File: config.mk
export PLATFORM = sky130hd
export DESIGN_NAME = valid_ready_byte_packer
export DESIGN_NICKNAME = d
export VERILOG_FILES = /design/src/rtl/valid_ready_byte_packer.sv
export SDC_FILE = /design/constraint.sdc
export NUM_CORES = 1
export LEC_CHECK = 0
export ABC_AREA = 1
export CAP_MARGIN = 20
export CORE_MARGIN = 2
export CORE_UTILIZATION = 47
export CTS_CLUSTER_SIZE = 40
export DETAILED_ROUTE_END_ITERATION = 7
export GPL_TIMING_DRIVEN = 0
export MAX_ROUTING_LAYER = met4
export PLACE_DENSITY = 0.81
export SLEW_MARGIN = 20
export SYNTH_ARGS = -nofsm -noshare
export SYNTH_HDL_FRONTEND = slang
export SYNTH_SLANG_ARGS = --single-unit
File: constraint.sdc
create_clock -name clk -period 2.6 [get_ports clk]
set_input_delay 0.65 -clock clk [delete_from_list [all_inputs] [get_ports clk]]
set_output_delay 0.65 -clock clk [all_outputs]
set_load 0.02 [all_outputs]
File: src/rtl/valid_ready_byte_packer.sv
// Packs BEAT_W-bit valid/ready beats little-endian into BEATS-beat words with keep/last.
// Optional macro VALID_READY_PACKER_BYPASS_EN: in_ready also follows out_ready for full throughput.
module valid_ready_byte_packer #(
  parameter int unsigned BEATS  = 4,
  parameter int unsigned BEAT_W = 8
) (
  input  logic                      clk,
  input  logic                      reset,
  input  logic                      in_valid,
  output logic                      in_ready,
  input  logic [BEAT_W-1:0]         in_data,
  input  logic                      in_last,
  output logic                      out_valid,
  input  logic                      out_ready,
  output logic [BEATS*BEAT_W-1:0]   out_data,
  output logic [BEATS-1:0]          out_keep,
  output logic                      out_last
);

  localparam int unsigned WORD_W = BEATS * BEAT_W;
  localparam int unsigned CNT_W  = $clog2(BEATS);

  logic [WORD_W-1:0] acc_q, acc_d, acc_merged;
  logic [BEATS-1:0]  keep_q, keep_d, keep_merged;
  logic [CNT_W-1:0]  cnt_q, cnt_d;
  logic [WORD_W-1:0] out_data_d;
  logic [BEATS-1:0]  out_keep_d;
  logic              out_last_d;
  logic              out_valid_d;
  logic              in_fire, out_fire, word_done;

  // Without the bypass the output register must be empty before a beat is taken.
`ifdef VALID_READY_PACKER_BYPASS_EN
  assign in_ready = !reset && (!out_valid || out_ready);
`else
  assign in_ready = !reset && !out_valid;
`endif

  assign in_fire   = in_valid && in_ready;
  assign out_fire  = out_valid && out_ready;
  assign word_done = (cnt_q == CNT_W'(BEATS - 1)) || in_last;

  // Next-state: merge beat into accumulator, hand completed word to the output register.
  always_comb begin
    acc_d       = acc_q;
    keep_d      = keep_q;
    cnt_d       = cnt_q;
    out_data_d  = out_data;
    out_keep_d  = out_keep;
    out_last_d  = out_last;
    out_valid_d = out_valid;

    acc_merged                                 = acc_q;
    acc_merged[32'(cnt_q) * BEAT_W +: BEAT_W]  = in_data;
    keep_merged                                = keep_q;
    keep_merged[cnt_q]                         = 1'b1;

    if (out_fire) begin
      out_valid_d = 1'b0;
    end

    if (in_fire) begin
      if (word_done) begin
        out_data_d  = acc_merged;
        out_keep_d  = keep_merged;
        out_last_d  = in_last;
        out_valid_d = 1'b1;
        cnt_d       = '0;
        acc_d       = '0;
        keep_d      = '0;
      end else begin
        acc_d  = acc_merged;
        keep_d = keep_merged;
        cnt_d  = cnt_q + CNT_W'(1);
      end
    end
  end

  // State register; reset discards any partial word.
  always_ff @(posedge clk) begin
    if (reset) begin
      acc_q     <= '0;
      keep_q    <= '0;
      cnt_q     <= '0;
      out_data  <= '0;
      out_keep  <= '0;
      out_last  <= 1'b0;
      out_valid <= 1'b0;
    end else begin
      acc_q     <= acc_d;
      keep_q    <= keep_d;
      cnt_q     <= cnt_d;
      out_data  <= out_data_d;
      out_keep  <= out_keep_d;
      out_last  <= out_last_d;
      out_valid <= out_valid_d;
    end
  end

endmodule

=== Word-level counts from Yosys, hierarchy flattened ===
Cells that the tools add are included.

* Eq/ne operators: 1
* Divide/modulo/power cells: 0
* Reductions and logical operators: 8
* $mul: 0
* $lt $le $gt $ge: 2
* Multiplexer cells: 9
* Bitwise logic cells: 1
* Shift operators: 2
* Add/subtract/negate cells: 2

{| class="wikitable"
|+ Operators by type and width
! cell !! count
|-
| 5-bit negation with 34-bit output || 1
|-
| 8-bit by 34-bit variable shift with 32-bit output, first input constant || 1
|-
| 8-bit by 34-bit indexed part select with 32-bit output || 1
|-
| 32-bit bitwise mux || 1
|-
| 32-bit two-way mux || 1
|-
| 1-bit logical AND || 4
|-
| 1-bit two-way mux || 4
|-
| 4-bit two-way mux || 1
|-
| 4-bit OR || 1
|-
| 2-bit by 3-bit less-than comparator with 1-bit output, second input constant || 1
|-
| 2-bit by 1-bit adder with 2-bit output, second input constant || 1
|-
| 1-bit demux with 2-bit select || 1
|-
| 2-bit equality test, second input constant || 1
|-
| 2-bit by 1-bit greater-or-equal comparator with 1-bit output, second input constant || 1
|-
| 1-bit zero test || 2
|-
| 2-bit two-way mux || 1
|-
| 2-bit AND reduction || 1
|-
| 1-bit logical OR || 1
|}

* Latch bits: 0
* Register bits after elaboration: 76
* Memories: 0
* RAM bits: 0
* Word-level logic and storage cells: 32
* Bits in read-only memories: 0
* Output and inout bits: 39

=== Logic depth before layout (Yosys ltp) ===
* Depth in word-level cells: 6
* Depth in mapped cells: 11
* Mapped depth without buffers: 9

=== Least setup slack after synthesis ===
Ideal clock, no wire load.

* Path type: reg-to-reg
* From: reg cnt_q[0]
* To: reg acc_q[23]
* Cell stages (with the launch flop): 10
* Data required time: 2530 ps
* Path buffers: 1
* Setup time: 70 ps
* Setup slack: 820 ps
* Data arrival time: 1709 ps
* Path through: dfxtp_1 -> buf_2 -> inv_1 -> ha_1 -> inv_1 -> nor2_1 -> nand3_1 -> nand2_1 -> nand2_1 -> a21oi_1

* Word-level cells in the longest chain between the ends: 4
* Elaborated cells between the ends (all ways): 7

{| class="wikitable"
|+ RTL lines
! item !! RTL line !! RTL
|-
| start, declared || 25 || <nowiki>logic [CNT_W-1:0] cnt_q, cnt_d;</nowiki>
|-
| start signal, assigned || 92 || <nowiki>cnt_q <= cnt_d;</nowiki>
|-
| 5-bit negation with 34-bit output || 54 || <nowiki>acc_merged[32'(cnt_q) * BEAT_W +: BEAT_W] = in_data;</nowiki>
|-
| 8-bit by 34-bit indexed part select with 32-bit output or 8-bit by 34-bit variable shift with 32-bit output (tied branches) || 54 ||
|-
| 32-bit bitwise mux || 54 ||
|-
| 32-bit two-way mux * || 63 || <nowiki>if (word_done) begin</nowiki>
|-
| end signal, assigned || 82 || <nowiki>acc_q <= '0;</nowiki>
|-
| end signal, assigned || 90 || <nowiki>acc_q <= acc_d;</nowiki>
|-
| end, declared || 23 || <nowiki>logic [WORD_W-1:0] acc_q, acc_d, acc_merged;</nowiki>
|}

Every way passes the cells marked *; elsewhere a longest branch is shown, timed or not.
A chain may end at the register's enable or synchronous reset.

=== Worst setup path in the final report ===
* From: reg cnt_q[0]
* To: reg acc_q[17]

Same word-level chain as after synthesis.

==> flow_results.xml <==
<?xml version="1.0" encoding="UTF-8"?>
<metrics>
  <group name="grt">
    <metric name="grt.met1_usage" unit="">0.296</metric>
    <metric name="grt.busiest_layer" unit="">met2</metric>
    <metric name="initial_antenna_violation_count" unit="">0</metric>
    <metric name="global_router_s_overall_resource_usage" unit="">0.234</metric>
    <metric name="gr-usage-met3" unit="">0.0588</metric>
    <metric name="first_global_vias" unit="">3013</metric>
    <metric name="grt_max_degree" unit="">12</metric>
    <metric name="grt_first_pass_wirelength" unit="mm">13.8</metric>
    <metric name="global_route.usage.met2" unit="">0.370</metric>
    <metric name="gr-total-overflow" unit="">0</metric>
  </group>
  <group name="place">
    <metric name="preCtsSetupSlack" unit="ps">401</metric>
    <metric name="place.gp.congestion" unit="">0.938</metric>
    <metric name="buffer_ports.inserted" unit="">50</metric>
    <metric name="dp_hpwl" unit="mm">6.03</metric>
  </group>
  <group name="clocking">
    <metric name="tritoncts_num_sinks" unit="">76</metric>
    <metric name="buffer_count_from_post_cts_setup_fixing" unit="">0</metric>
    <metric name="cts_buffers" unit="">9</metric>
    <metric name="cts_max_level" unit="">3</metric>
    <metric name="tritoncts" unit="">built</metric>
    <metric name="cts-root-buf" unit="">sky130_fd_sc_hd__clkbuf_8</metric>
    <metric name="cts_hold_buffers" unit="">0</metric>
    <metric name="cts_resized" unit="">0</metric>
    <metric name="clk_pin_slew_worst_paths" unit="ps">70</metric>
    <metric name="clock_latency_reported_for_the_late_side_of_the_worst_skew_pair" unit="ps">350</metric>
    <metric name="ctsLongestPathBuffers" unit="">2</metric>
  </group>
  <group name="floorplanning">
    <metric name="die_h" unit="um">88.4</metric>
    <metric name="design.portCount" unit="">52</metric>
    <metric name="floorplan.initialDensity" unit="">0.490</metric>
    <metric name="design.die.area" unit="mm2">0.00782</metric>
    <metric name="core.rowCount" unit="">30</metric>
    <metric name="floorplan.core_area" unit="mm2">0.00683</metric>
    <metric name="dieWidth" unit="um">88.4</metric>
  </group>
  <group name="synthesis">
    <metric name="yosys_warnings" unit="">0</metric>
    <metric name="synth_seq_area_share" unit="">0.454</metric>
    <metric name="synth-edff-count" unit="">0</metric>
    <metric name="netlist-cell-type-count" unit="">21</metric>
    <metric name="net_count_synth" unit="">504</metric>
    <metric name="synthesis_stage_register_bit_count" unit="">76</metric>
    <metric name="post_synth.cell_area_avg" unit="um2">6.93</metric>
    <metric name="postSynthCellCount" unit="">483</metric>
    <metric name="synth-async-reset-ratio" unit="">0</metric>
    <metric name="ys_dominant_reg_cell" unit="">sky130_fd_sc_hd__dfxtp_1</metric>
    <metric name="mapped_cell_area" unit="mm2">0.00335</metric>
  </group>
  <group name="route">
    <metric name="detail_route.wirelength" unit="mm">8.02</metric>
    <metric name="drt.antenna.violating_nets" unit="">0</metric>
    <metric name="number_of_vias_after_detailed_routing" unit="">3203</metric>
    <metric name="post_drt_via_cell_ratio" unit="">4.97</metric>
    <metric name="drt_iter0_markers" unit="">220</metric>
    <metric name="route.detailed.wl_per_inst" unit="um">12.5</metric>
    <metric name="drt_pass1_iterations" unit="">4</metric>
    <metric name="remaining_drc_errors" unit="">0</metric>
  </group>
  <group name="critical_path">
    <metric name="timing.critical_path.max_delay_family" unit="">simple AND/OR/NAND/NOR gates</metric>
    <metric name="path_cells" unit="">buf_2 &gt; inv_1 &gt; ha_1 &gt; inv_1 &gt; nor2_1 &gt; nand3_1 &gt; nand2_1 &gt; nand2_1 &gt; a21oi_1</metric>
    <metric name="cp_num_buf_inv" unit="">3</metric>
    <metric name="critical_path_arrival" unit="ps">2460</metric>
    <metric name="cpMaxStageDelayCell" unit="">sky130_fd_sc_hd__dfxtp_1</metric>
    <metric name="reg2reg_setup_slack" unit="ps">410</metric>
    <metric name="crit_required" unit="ps">2870</metric>
    <metric name="regToRegStartpoint" unit="">cnt_q[0]$_SDFFE_PP0N_</metric>
    <metric name="element_type_at_the_critical_path_end" unit="">flop</metric>
    <metric name="critPathLaunchType" unit="">flop</metric>
    <metric name="rr_endpoint" unit="">acc_q[17]$_SDFFE_PP0N_</metric>
    <metric name="cp_max_fo" unit="">9</metric>
    <metric name="timing_worst_setup_path_type" unit="">flop to flop</metric>
    <metric name="reg2reg_depth" unit="">9</metric>
    <metric name="critical-path-max-stage-delay" unit="ps">430</metric>
  </group>
  <group name="run">
    <metric name="timing.max_cap.violations" unit="">0</metric>
  </group>
  <group name="sta">
    <metric name="rsz0062_at_grt" unit="">false</metric>
    <metric name="setup_viol_count_final" unit="">0</metric>
    <metric name="timing.hold.ws" unit="ps">439</metric>
    <metric name="min_period_over_period" unit="">0.841</metric>
    <metric name="clock-skew-final" unit="ps">6.13</metric>
    <metric name="max_freq" unit="GHz">0.457</metric>
    <metric name="timing.final.hold_violations" unit="">0</metric>
    <metric name="max_slew_margin" unit="">0.681</metric>
    <metric name="timing.final.ws_setup" unit="ps">413</metric>
    <metric name="timing.setup.tns" unit="ps">0</metric>
    <metric name="count_of_pins_over_their_slew_limit" unit="">0</metric>
    <metric name="min_period" unit="ps">2190</metric>
    <metric name="worst_pin_slew" unit="ps">477</metric>
  </group>
  <group name="outcome">
    <metric name="run_status" unit="">completed</metric>
  </group>
  <group name="pwr">
    <metric name="power.total" unit="uW">2220</metric>
    <metric name="total_leakage_power" unit="uW">0.00183</metric>
    <metric name="peakVddDrop" unit="V">0.000381</metric>
    <metric name="pwr_density_cell" unit="mW/mm2">537</metric>
  </group>
  <group name="worst_hold_path">
    <metric name="hold-path-endpoint" unit="">keep_q[3]$_SDFFE_PP0N_</metric>
    <metric name="min_path_cells" unit="">2</metric>
    <metric name="hold_path_startpoint" unit="">keep_q[3]$_SDFFE_PP0N_</metric>
    <metric name="min_path_type" unit="">flop to flop</metric>
  </group>
  <group name="finish">
    <metric name="filler_cell_count" unit="">667</metric>
    <metric name="core_occupancy_in_the_finished_layout" unit="">0.606</metric>
    <metric name="flow.area_growth_from_synthesis" unit="%">23.6</metric>
    <metric name="layout_commonest_cell" unit="">sky130_fd_sc_hd__nand2_1</metric>
    <metric name="diodes" unit="">0</metric>
    <metric name="layout.cells.most_common_list" unit="">sky130_fd_sc_hd__nand2_1 (220), sky130_fd_sc_hd__dfxtp_1 (76), sky130_fd_sc_hd__clkdlybuf4s50_1 (50)</metric>
    <metric name="finish.net_count" unit="">565</metric>
    <metric name="share_of_layout_cells_above_drive_strength_1" unit="">0.0620</metric>
  </group>
</metrics>
==> per-stage QoR <==
stage | cell area, um2 | cells
floorplan | 3350 | 483
global placement | 3970 | 629
CTS | 4140 | 644
detailed placement | 3970 | 629
global route | 4140 | 644
finish | 4140 | 644
==> area by class of cell <==
class                   count  area [um2]  area share
well taps                  96         120      0.0290
plain buffers              25         135      0.0326
inverters                  29         109      0.0263
clock buffers              13         159      0.0384
clock inverters             2        10.0     0.00242
repair buffers             50         500       0.121
flip-flops and latches     76        1520       0.368
multi-input cells         353        1580       0.383
==> where the power goes <==
group | total (uW) | switching (uW) | leakage, uW | internal (uW)
sequential | 1190 | 11.3 | 0.000614 | 1180
clock | 800 | 409 | 0.0000893 | 391
combinational | 230 | 151 | 0.00113 | 79.7
==> logic make-up after synthesis <==
family | synth area share
AND/OR/NAND/NOR | 0.374
flip-flops | 0.454
AO/OA/AOI/OAI | 0.0687
adder cells (fa/ha/maj) | 0.0299
buffers and inverters | 0.0728
==> how the worst max path moves through the flow <==
stage               depth (start not counted)                     end  slack [ps]                  start
finish                                      9  acc_q[17]$_SDFFE_PP0N_         410  cnt_q[0]$_SDFFE_PP0N_
detailed placement                          7   acc_q[9]$_SDFFE_PP0N_         400                in_last
CTS                                         9  acc_q[23]$_SDFFE_PP0N_         420  cnt_q[0]$_SDFFE_PP0N_
global placement                            3                in_ready         430                  reset
floorplan                                   9  acc_q[23]$_SDFFE_PP0N_         820  cnt_q[0]$_SDFFE_PP0N_
global route                                9  acc_q[20]$_SDFFE_PP0N_         140  cnt_q[0]$_SDFFE_PP0N_
==> registers in the layout (all words and copies together), names as in the netlist <==
register and flops:
keep_q 4, out_last 1, out_data 32, cnt_q 2, acc_q 32, out_keep 4
out_valid 1
==> synthesized netlist by cell type (2+ instances only) <==
cell	n	area [um2]
sky130_fd_sc_hd__a21oi_1	36	180
sky130_fd_sc_hd__inv_1	26	97.6
sky130_fd_sc_hd__buf_4	2	15.0
sky130_fd_sc_hd__clkinv_1	2	7.51
sky130_fd_sc_hd__nor3_1	2	10.0
sky130_fd_sc_hd__nand2_1	220	826
sky130_fd_sc_hd__nand4_1	8	50.1
sky130_fd_sc_hd__nand3_1	45	225
sky130_fd_sc_hd__buf_2	9	45.0
sky130_fd_sc_hd__clkbuf_1	9	33.8
sky130_fd_sc_hd__o21ai_0	10	50.1
sky130_fd_sc_hd__buf_6	3	33.8
sky130_fd_sc_hd__nor2_1	18	67.6
sky130_fd_sc_hd__ha_1	8	100
sky130_fd_sc_hd__buf_1	2	7.51
sky130_fd_sc_hd__dfxtp_1	76	1520
sky130_fd_sc_hd__nor2_2	2	12.5
sky130_fd_sc_hd__nor2_8	2	40.0
==> worst reg2reg max path: stages, from the launching register on <==
cell and delay (ps):
sky130_fd_sc_hd__dfxtp_1 430, sky130_fd_sc_hd__buf_2 250, sky130_fd_sc_hd__inv_1 170, sky130_fd_sc_hd__ha_1 370, sky130_fd_sc_hd__inv_1 80, sky130_fd_sc_hd__nor2_1 360
sky130_fd_sc_hd__nand3_1 140, sky130_fd_sc_hd__nand2_1 110, sky130_fd_sc_hd__nand2_1 50, sky130_fd_sc_hd__a21oi_1 140
==> layer usage <==
metal  wire length [um]  share of wire
met5                  0              0
met4                148          0.018
met3                488          0.061
met2               3770           0.47
met1               3620           0.45
Power figures use the tool's default switching activity.
